==> src/rtl/prng_pkg.sv <==
// -----------------------------------------------------------------------------
// prng_pkg
// Shared types and constants for the Galois LFSR word generator.
//   gen_state_t : generator FSM state (FILL = shifting bits in, HOLD = word
//                 presented on the output handshake).
//   TAPS_*      : maximal-length Galois feedback masks for common widths.
// -----------------------------------------------------------------------------
package prng_pkg;

    typedef enum logic {
        FILL = 1'b0,
        HOLD = 1'b1
    } gen_state_t;

    localparam logic [3:0]  TAPS_4  = 4'hC;
    localparam logic [7:0]  TAPS_8  = 8'hB8;
    localparam logic [15:0] TAPS_16 = 16'hB400;
    localparam logic [31:0] TAPS_32 = 32'h80200003;

    // Width of a counter that must hold 0..n-1; at least one bit so that a
    // single-bit word still has a legal counter vector.
    function automatic int cnt_width(input int n);
        return (n > 1) ? $clog2(n) : 1;
    endfunction

endpackage

==> src/rtl/prng_lfsr_core.sv <==
// -----------------------------------------------------------------------------
// prng_lfsr_core
// Galois LFSR state register with seed load and zero-seed substitution.
//
// Ports:
//   clock        in   rising-edge clock
//   reset        in   synchronous active-high reset (state <= SEED_DEFAULT)
//   load_i       in   load seed_i this cycle (wins over step_i)
//   seed_i       in   seed value; zero is replaced by SEED_DEFAULT
//   step_i       in   advance the LFSR by one step
//   lfsr_q_o     out  current LFSR state
//   bit_o        out  bit emitted by a step taken this cycle (lfsr_q[0])
//   lfsr_next_o  out  state after a step from the current state
//   seed_sub_o   out  seed_i after zero substitution
// -----------------------------------------------------------------------------
module prng_lfsr_core
    import prng_pkg::*;
#(
    parameter int               WIDTH        = 16,
    parameter logic [WIDTH-1:0] TAPS         = TAPS_16,
    parameter logic [WIDTH-1:0] SEED_DEFAULT = 16'hACE1
) (
    input  logic             clock,
    input  logic             reset,
    input  logic             load_i,
    input  logic [WIDTH-1:0] seed_i,
    input  logic             step_i,
    output logic [WIDTH-1:0] lfsr_q_o,
    output logic             bit_o,
    output logic [WIDTH-1:0] lfsr_next_o,
    output logic [WIDTH-1:0] seed_sub_o
);

    logic [WIDTH-1:0] lfsr_q;
    logic [WIDTH-1:0] lfsr_d;
    logic [WIDTH-1:0] lfsr_next;
    logic [WIDTH-1:0] seed_sub;
    logic             emit;

    // An all-zero state is a fixed point of the LFSR, so it is never loaded.
    assign seed_sub  = (seed_i == '0) ? SEED_DEFAULT : seed_i;

    // Galois step: shift right, fold the taps in when the outgoing bit is 1.
    assign emit      = lfsr_q[0];
    assign lfsr_next = (lfsr_q >> 1) ^ (emit ? TAPS : '0);

    always_comb begin
        lfsr_d = lfsr_q;
        if (load_i) begin
            lfsr_d = seed_sub;
        end else if (step_i) begin
            lfsr_d = lfsr_next;
        end
    end

    always_ff @(posedge clock) begin
        if (reset) begin
            lfsr_q <= SEED_DEFAULT;
        end else begin
            lfsr_q <= lfsr_d;
        end
    end

    assign lfsr_q_o    = lfsr_q;
    assign bit_o       = emit;
    assign lfsr_next_o = lfsr_next;
    assign seed_sub_o  = seed_sub;

endmodule

==> src/rtl/prng_lfsr_gen.sv <==
// -----------------------------------------------------------------------------
// prng_lfsr_gen
// Pseudo-random word generator: steps a Galois LFSR once per cycle, packs
// OUT_W emitted bits MSB-first into a word, then holds the word on a
// valid/ready handshake until it is consumed.
//
// Ports:
//   clock      in   rising-edge clock
//   reset      in   synchronous active-high reset
//   seed_load  in   reload the LFSR from seed (highest priority after reset)
//   seed       in   seed value (zero is replaced by SEED_DEFAULT)
//   out_ready  in   consumer accepts out_data
//   out_valid  out  out_data holds a complete word
//   out_data   out  generated word
//   busy       out  1 while a word is being filled
//   wrap       out  (PRNG_WRAP_DETECT_EN only) one-cycle pulse when a step
//                   returns the LFSR to the last loaded seed
//
// Build option: define PRNG_WRAP_DETECT_EN to add the wrap output and the
// seed_q tracking register.
// -----------------------------------------------------------------------------
module prng_lfsr_gen
    import prng_pkg::*;
#(
    parameter int               WIDTH        = 16,
    parameter logic [WIDTH-1:0] TAPS         = TAPS_16,
    parameter int               OUT_W        = 8,
    parameter logic [WIDTH-1:0] SEED_DEFAULT = 16'hACE1
) (
    input  logic             clock,
    input  logic             reset,
    input  logic             seed_load,
    input  logic [WIDTH-1:0] seed,
    input  logic             out_ready,
    output logic             out_valid,
    output logic [OUT_W-1:0] out_data,
    output logic             busy
`ifdef PRNG_WRAP_DETECT_EN
    ,
    output logic             wrap
`endif
);

    localparam int CNT_W = cnt_width(OUT_W);

    gen_state_t       state_q;
    logic [CNT_W-1:0] cnt_q;
    logic             valid_q;
    logic [OUT_W-1:0] data_q;
    logic [OUT_W-1:0] data_shift;

    logic             step;
    logic             emit;
    logic [WIDTH-1:0] core_lfsr;
    logic [WIDTH-1:0] core_next;
    logic [WIDTH-1:0] core_seed;

    // A seed load suppresses the step in the same cycle.
    assign step = (state_q == FILL) && !seed_load;

    prng_lfsr_core #(
        .WIDTH       (WIDTH),
        .TAPS        (TAPS),
        .SEED_DEFAULT(SEED_DEFAULT)
    ) u_core (
        .clock      (clock),
        .reset      (reset),
        .load_i     (seed_load),
        .seed_i     (seed),
        .step_i     (step),
        .lfsr_q_o   (core_lfsr),
        .bit_o      (emit),
        .lfsr_next_o(core_next),
        .seed_sub_o (core_seed)
    );

    // First emitted bit travels up to the MSB; a 1-bit word is just the bit.
    generate
        if (OUT_W == 1) begin : g_pack1
            assign data_shift = emit;
        end else begin : g_packn
            assign data_shift = {data_q[OUT_W-2:0], emit};
        end
    endgenerate

    // Generator FSM. seed_load overrides everything but reset; if it lands on
    // a handshake cycle the word is consumed and the load still applies,
    // which is the same end state either way.
    always_ff @(posedge clock) begin
        if (reset) begin
            state_q <= FILL;
            cnt_q   <= '0;
            valid_q <= 1'b0;
            data_q  <= '0;
        end else if (seed_load) begin
            state_q <= FILL;
            cnt_q   <= '0;
            valid_q <= 1'b0;
        end else begin
            case (state_q)
                FILL: begin
                    data_q <= data_shift;
                    if (cnt_q == CNT_W'(OUT_W - 1)) begin
                        cnt_q   <= '0;
                        state_q <= HOLD;
                        valid_q <= 1'b1;
                    end else begin
                        cnt_q <= cnt_q + CNT_W'(1);
                    end
                end
                HOLD: begin
                    if (valid_q && out_ready) begin
                        valid_q <= 1'b0;
                        state_q <= FILL;
                    end
                end
                default: begin
                    state_q <= FILL;
                end
            endcase
        end
    end

    assign out_valid = valid_q;
    assign out_data  = data_q;
    assign busy      = (state_q == FILL);

`ifdef PRNG_WRAP_DETECT_EN
    logic [WIDTH-1:0] seed_q;
    logic             wrap_q;

    // A step that lands back on the loaded seed closes one full period.
    always_ff @(posedge clock) begin
        if (reset) begin
            seed_q <= SEED_DEFAULT;
            wrap_q <= 1'b0;
        end else if (seed_load) begin
            seed_q <= core_seed;
            wrap_q <= 1'b0;
        end else begin
            wrap_q <= step && (core_next == seed_q);
        end
    end

    assign wrap = wrap_q;

    logic unused_core;
    assign unused_core = ^core_lfsr;
`else
    logic unused_core;
    assign unused_core = ^{core_lfsr, core_next, core_seed};
`endif

endmodule
==> config.mk <==
export PLATFORM = sky130hd
export DESIGN_NAME = prng_lfsr_gen
export DESIGN_NICKNAME = d
export VERILOG_FILES = /design/src/rtl/prng_pkg.sv /design/src/rtl/prng_lfsr_core.sv /design/src/rtl/prng_lfsr_gen.sv
export SDC_FILE = /design/constraint.sdc
export NUM_CORES = 1
export LEC_CHECK = 0
export BUFFER_PORTS_ARGS = -buffer_cell sky130_fd_sc_hd__buf_2
export CAP_MARGIN = 10
export CORE_ASPECT_RATIO = 0.7
export CORE_UTILIZATION = 54
export CTS_CLUSTER_SIZE = 40
export DETAILED_ROUTE_END_ITERATION = 7
export GPL_ROUTABILITY_DRIVEN = 0
export GPL_TIMING_DRIVEN = 1
export PLACE_DENSITY = 0.89
export SYNTH_ARGS = -nofsm -noshare
export SYNTH_HDL_FRONTEND = slang
export SYNTH_HIERARCHICAL = 1
export SYNTH_SLANG_ARGS = --single-unit
export TNS_END_PERCENT = 1
==> constraint.sdc <==
create_clock -name clock -period 2.2 [get_ports clock]
set_clock_uncertainty 0.05 [all_clocks]
set_input_delay 0.44 -clock clock [delete_from_list [all_inputs] [get_ports clock]]
set_output_delay 0.44 -clock clock [all_outputs]
set_load 0.005 [all_outputs]
**Word-level counts from Yosys, hierarchy flattened**

Index checks and enable logic that the tools add are counted.

- Reduce and logical (&&, ||, !) cells: 8
- Equality and inequality tests: 3
- Add/subtract/negate cells: 1
- Order comparisons: 0
- $mul: 0
- Muxes and demuxes: 11
- Shift-type cells: 0
- Div/mod/pow operators: 0
- Bitwise gates (word level): 3

Operators by type and width:

| kind | count |
|---|---|
| $mux W16 | 4 |
| $logic_not A16 Y1 | 1 |
| $xor A15 B16 Y16 | 1 |
| $mux W1 | 4 |
| $ne A2 B1 Y1 const B | 2 |
| $pmux W1 S2 | 2 |
| $reduce_and A2 Y1 | 2 |
| $add A3 B1 Y3 const B | 1 |
| $eq A3 B3 Y1 const B | 1 |
| $mux W3 | 1 |
| $logic_and A1 B1 Y1 | 2 |
| $not A1 Y1 | 2 |
| $reduce_bool A2 Y1 | 1 |
| $reduce_or A2 Y1 | 1 |
| $logic_not A1 Y1 | 1 |

- Word-level logic and storage cells: 31
- Memory bits (writable): 0
- Latch bits: 0
- ROM bits: 0
- Flip-flop bits (word level): 29
- Memories: 0
- Output and inout port bits: 10
- Input bits: 20

**Depth between registers and ports, before layout**

- Word-level depth: 4
- Depth in mapped cells: 8

**Hierarchy**

Netlist, hierarchy kept.

Modules (own cells, without submodules):

| module | area an instance (µm²) | cells each | seq. area each (µm²) | instances |
|---|---|---|---|---|
| prng_lfsr_core | 996.0 | 110 | 320.3 | 1 |
| prng_lfsr_gen | 558.0 | 58 | 260.2 | 1 |

**Worst setup path after synthesis**

Ideal clock, no wire load.

- Path type: reg-to-reg
- From: reg state_q
- To: reg u_core.lfsr_q[4], in the netlist u_core/lfsr_q_o[4]
- Arrival time: 1.555 ns
- Buffers on the path: 4
- Setup time: 0.117 ns
- Stages on the path, launching flop included: 9
- Path slack: 0.478 ns
- Path through: dfxtp_1 buf_6 buf_4 nor2_1 buf_2 buf_4 mux2_2 mux2i_1 nor2_1

- Word-level cells in the longest chain between the ends: 3

RTL lines:

| what | line | source |
|---|---|---|
| from (decl) | prng_lfsr_gen.sv:46 | `gen_state_t state_q;` |
| from (signal assigned) | prng_lfsr_gen.sv:91 | `state_q <= FILL;` |
| from (signal assigned) | prng_lfsr_gen.sv:96 | `state_q <= FILL;` |
| from (signal assigned) | prng_lfsr_gen.sv:105 | `state_q <= HOLD;` |
| $not A1 Y1 | - |  |
| $logic_and A1 B1 Y1 | prng_lfsr_gen.sv:59 | `assign step = (state_q == FILL) && !seed_load;` |
| net step | prng_lfsr_gen.sv:52 | `logic step;` |
| $reduce_bool A2 Y1 (no source line) | - |  |
| to (signal assigned) | prng_lfsr_core.sv:60 | `lfsr_q <= lfsr_d;` |
| to (decl) | prng_lfsr_core.sv:34 | `logic [WIDTH-1:0] lfsr_q;` |

The timed path passes the listed nets, and every way through them passes these cells.
A chain may end at the register's enable or synchronous reset.

**Final worst setup path**

- From: reg state_q
- To: out busy

- Word-level cells in the longest chain between the ends: 1

RTL lines:

| what | line | source |
|---|---|---|
| $not A1 Y1 | - |  |
| to (decl) | prng_lfsr_gen.sv:37 | `output logic busy` |

No other way between the ends.

==> reports/metrics.yaml <==
outcome: "finished, final reports clean"
period_needed_ns: 1.59
maxSlewViolCount: 0
post_cts_buffers: 0
rsz0062_at_grt: "false"
diodes: 0
die_area_mm2: 0.00272
hold_buffers: 0
drt-total-wl_um: 2870
p_leak_nw: 0.670
ys_warn_count: 6
cp_top_family: "buffers and inverters"
via_count: 1121
setup_viol: 0
htree_levels: 2
clock_latency_ns: 0.33
hp-class: "in2reg"
peakVddDrop_uv: 430
grt.overflow.total: 0
startpoint_type: "flop"
clockBufferDepth: 2
avgViaCountPerCell: 5.61
slowest_stage: "dfxtp_1"
avgSynthCellArea_um2: 9.85
pin_count: 30
drcViolationCount: 0
track_usage_pct: 23.8
areaGrowthSynthToFinish_pct: 13.7
grt_pass1_wl_um: 4440
grt_max_degree: 25
rows: 14
grt_pass1_vias: 952
cts.sinks: 29
tightest_slew_ns: 0.602
hp-start: "out_ready"
syn_area_mm2: 0.00136
cts_buffers: 5
drv_cap: 0
drive_gt1_share_pct: 28.6
nets: 189
synth_fp_nets: 160
cellPowerDensity_mw_per_mm2: 651
drt-pass1-iter-count: 4
tns_ns: 0
slew_headroom_pct: 59.7
cp-end-kind: "primary output"
r2r_start: "state_q"
period_share_pct: 72.4
die_y_um: 44.0
cts-root-buf: "clkbuf_4"
coreArea_mm2: 0.00226
drtIter0Drc: 63
fmax_mhz: 628
placed_cell_area_mm2: 0.00149
io_buffers: 29
r2r_end: "u_core/lfsr_q_o[9]"
synthCells: 138
worstSetupPathType: "reg2out"
wl_per_cell_um: 14.3
grt_antenna_before_repair: 0
slowest_delay_ns: 0.34
finalHoldViolCount: 0
design_area_mm2: 0.00155
start_util_pct: 60.1
crit_arrival_ns: 1.10
die_w_um: 62.0
r2r_slack_ns: 0.75
cts_resized: 0
clk_pin_slew_ns: 0.09
holdPathStages: 2
reg2reg_depth: 5
cp.required_ns: 1.71
cts_tree: "done"
dp_hpwl_um: 2100
cp_num_buf_inv: 3
crit_fanout: 24
min_to: "state_q"
cp_cell_sequence: "buf_4 > inv_1 > buf_2"
drtAntennaViolNets: 0
per-stage QoR:
stage / setup slack, ns / util, % / power, mW / std cells / hold WS (ns)
final: 0.608 / 68.4 / 1.01 / 200 / 0.254
after global placement: 0.512 / 66.1 / 0.700 / 192 / 0.409
after global routing: 0.535 / 68.4 / 1.05 / 200 / 0.252
after floorplan: 0.478 / - / 0.665 / 138 / 0.407
after CTS: 0.585 / 68.4 / 1.01 / 200 / 0.237
after detailed placement: 0.466 / 66.1 / 0.710 / 192 / 0.415
worst max-delay path by stage:
stage,from,to,slack (ns),cells after the start
6_report,state_q,busy,0.61,3
5_1_grt,state_q,busy,0.54,3
4_1_cts,state_q,busy,0.59,3
3_5_place_dp,seed_load,u_core/lfsr_q_o[9],0.47,6
3_3_place_gp,seed[0],u_core/lfsr_q_o[5],0.51,4
2_1_floorplan,state_q,u_core/lfsr_q_o[4],0.48,8
flip-flops by register name (all words and copies together) (netlist names):
signal and cells:
state_q 1, cnt_q 3, out_valid 1, out_data 8
u_core/lfsr_q_o 16
per-layer routing:
layer	GRT usage, %	wire, µm	up-vias
met5	0	0	-
met3	8.96	170	9
met2	36.0	1380	35
met1	28.9	1250	522
met4	13.3	63	0
li1	-	-	555
worst register-to-register path: cells and delay by family (launching register included):
family,cells,cell delay (ns)
buf+inv,1,0.26
flops,1,0.32
mux,2,0.52
simple gates,2,0.17
cell usage in the layout (no fill, tap or decap):
cell type   n
mux2i_1    17
buf_2      29
nand2_1     2
nor2_1     20
o21bai_1    1
o21ai_0     8
mux2_2      8
clkinv_2    2
buf_4       3
o2bb2ai_1   1
nand2b_1    2
xor2_1      3
clkbuf_1    1
or3b_1      8
ha_1        2
a22oi_1     8
clkbuf_4    5
nor4_2      1
nor4_1      3
or3_1       1
nand4_1     1
or2_1       1
dfxtp_1    29
a21oi_1    10
inv_1       1
a311oi_1    1
power breakdown:
part           total (mW)  switching (mW)  internal [mW]
Clock               0.305           0.184          0.121
Combinational       0.130          0.0653         0.0647
Sequential          0.570          0.0183          0.552
Total                1.01           0.267          0.738
layout make-up:
cell class	count	area [µm²]
Inverter	1	3.75
Fill cell	170	714
Timing Repair Buffer	32	168
Clock buffer	6	41.3
Clock inverter	2	10.0
Tap cell	32	40.0
Sequential cell	29	581
Multi-Input combinational cell	98	702
(Power assumes the default switching activity.)
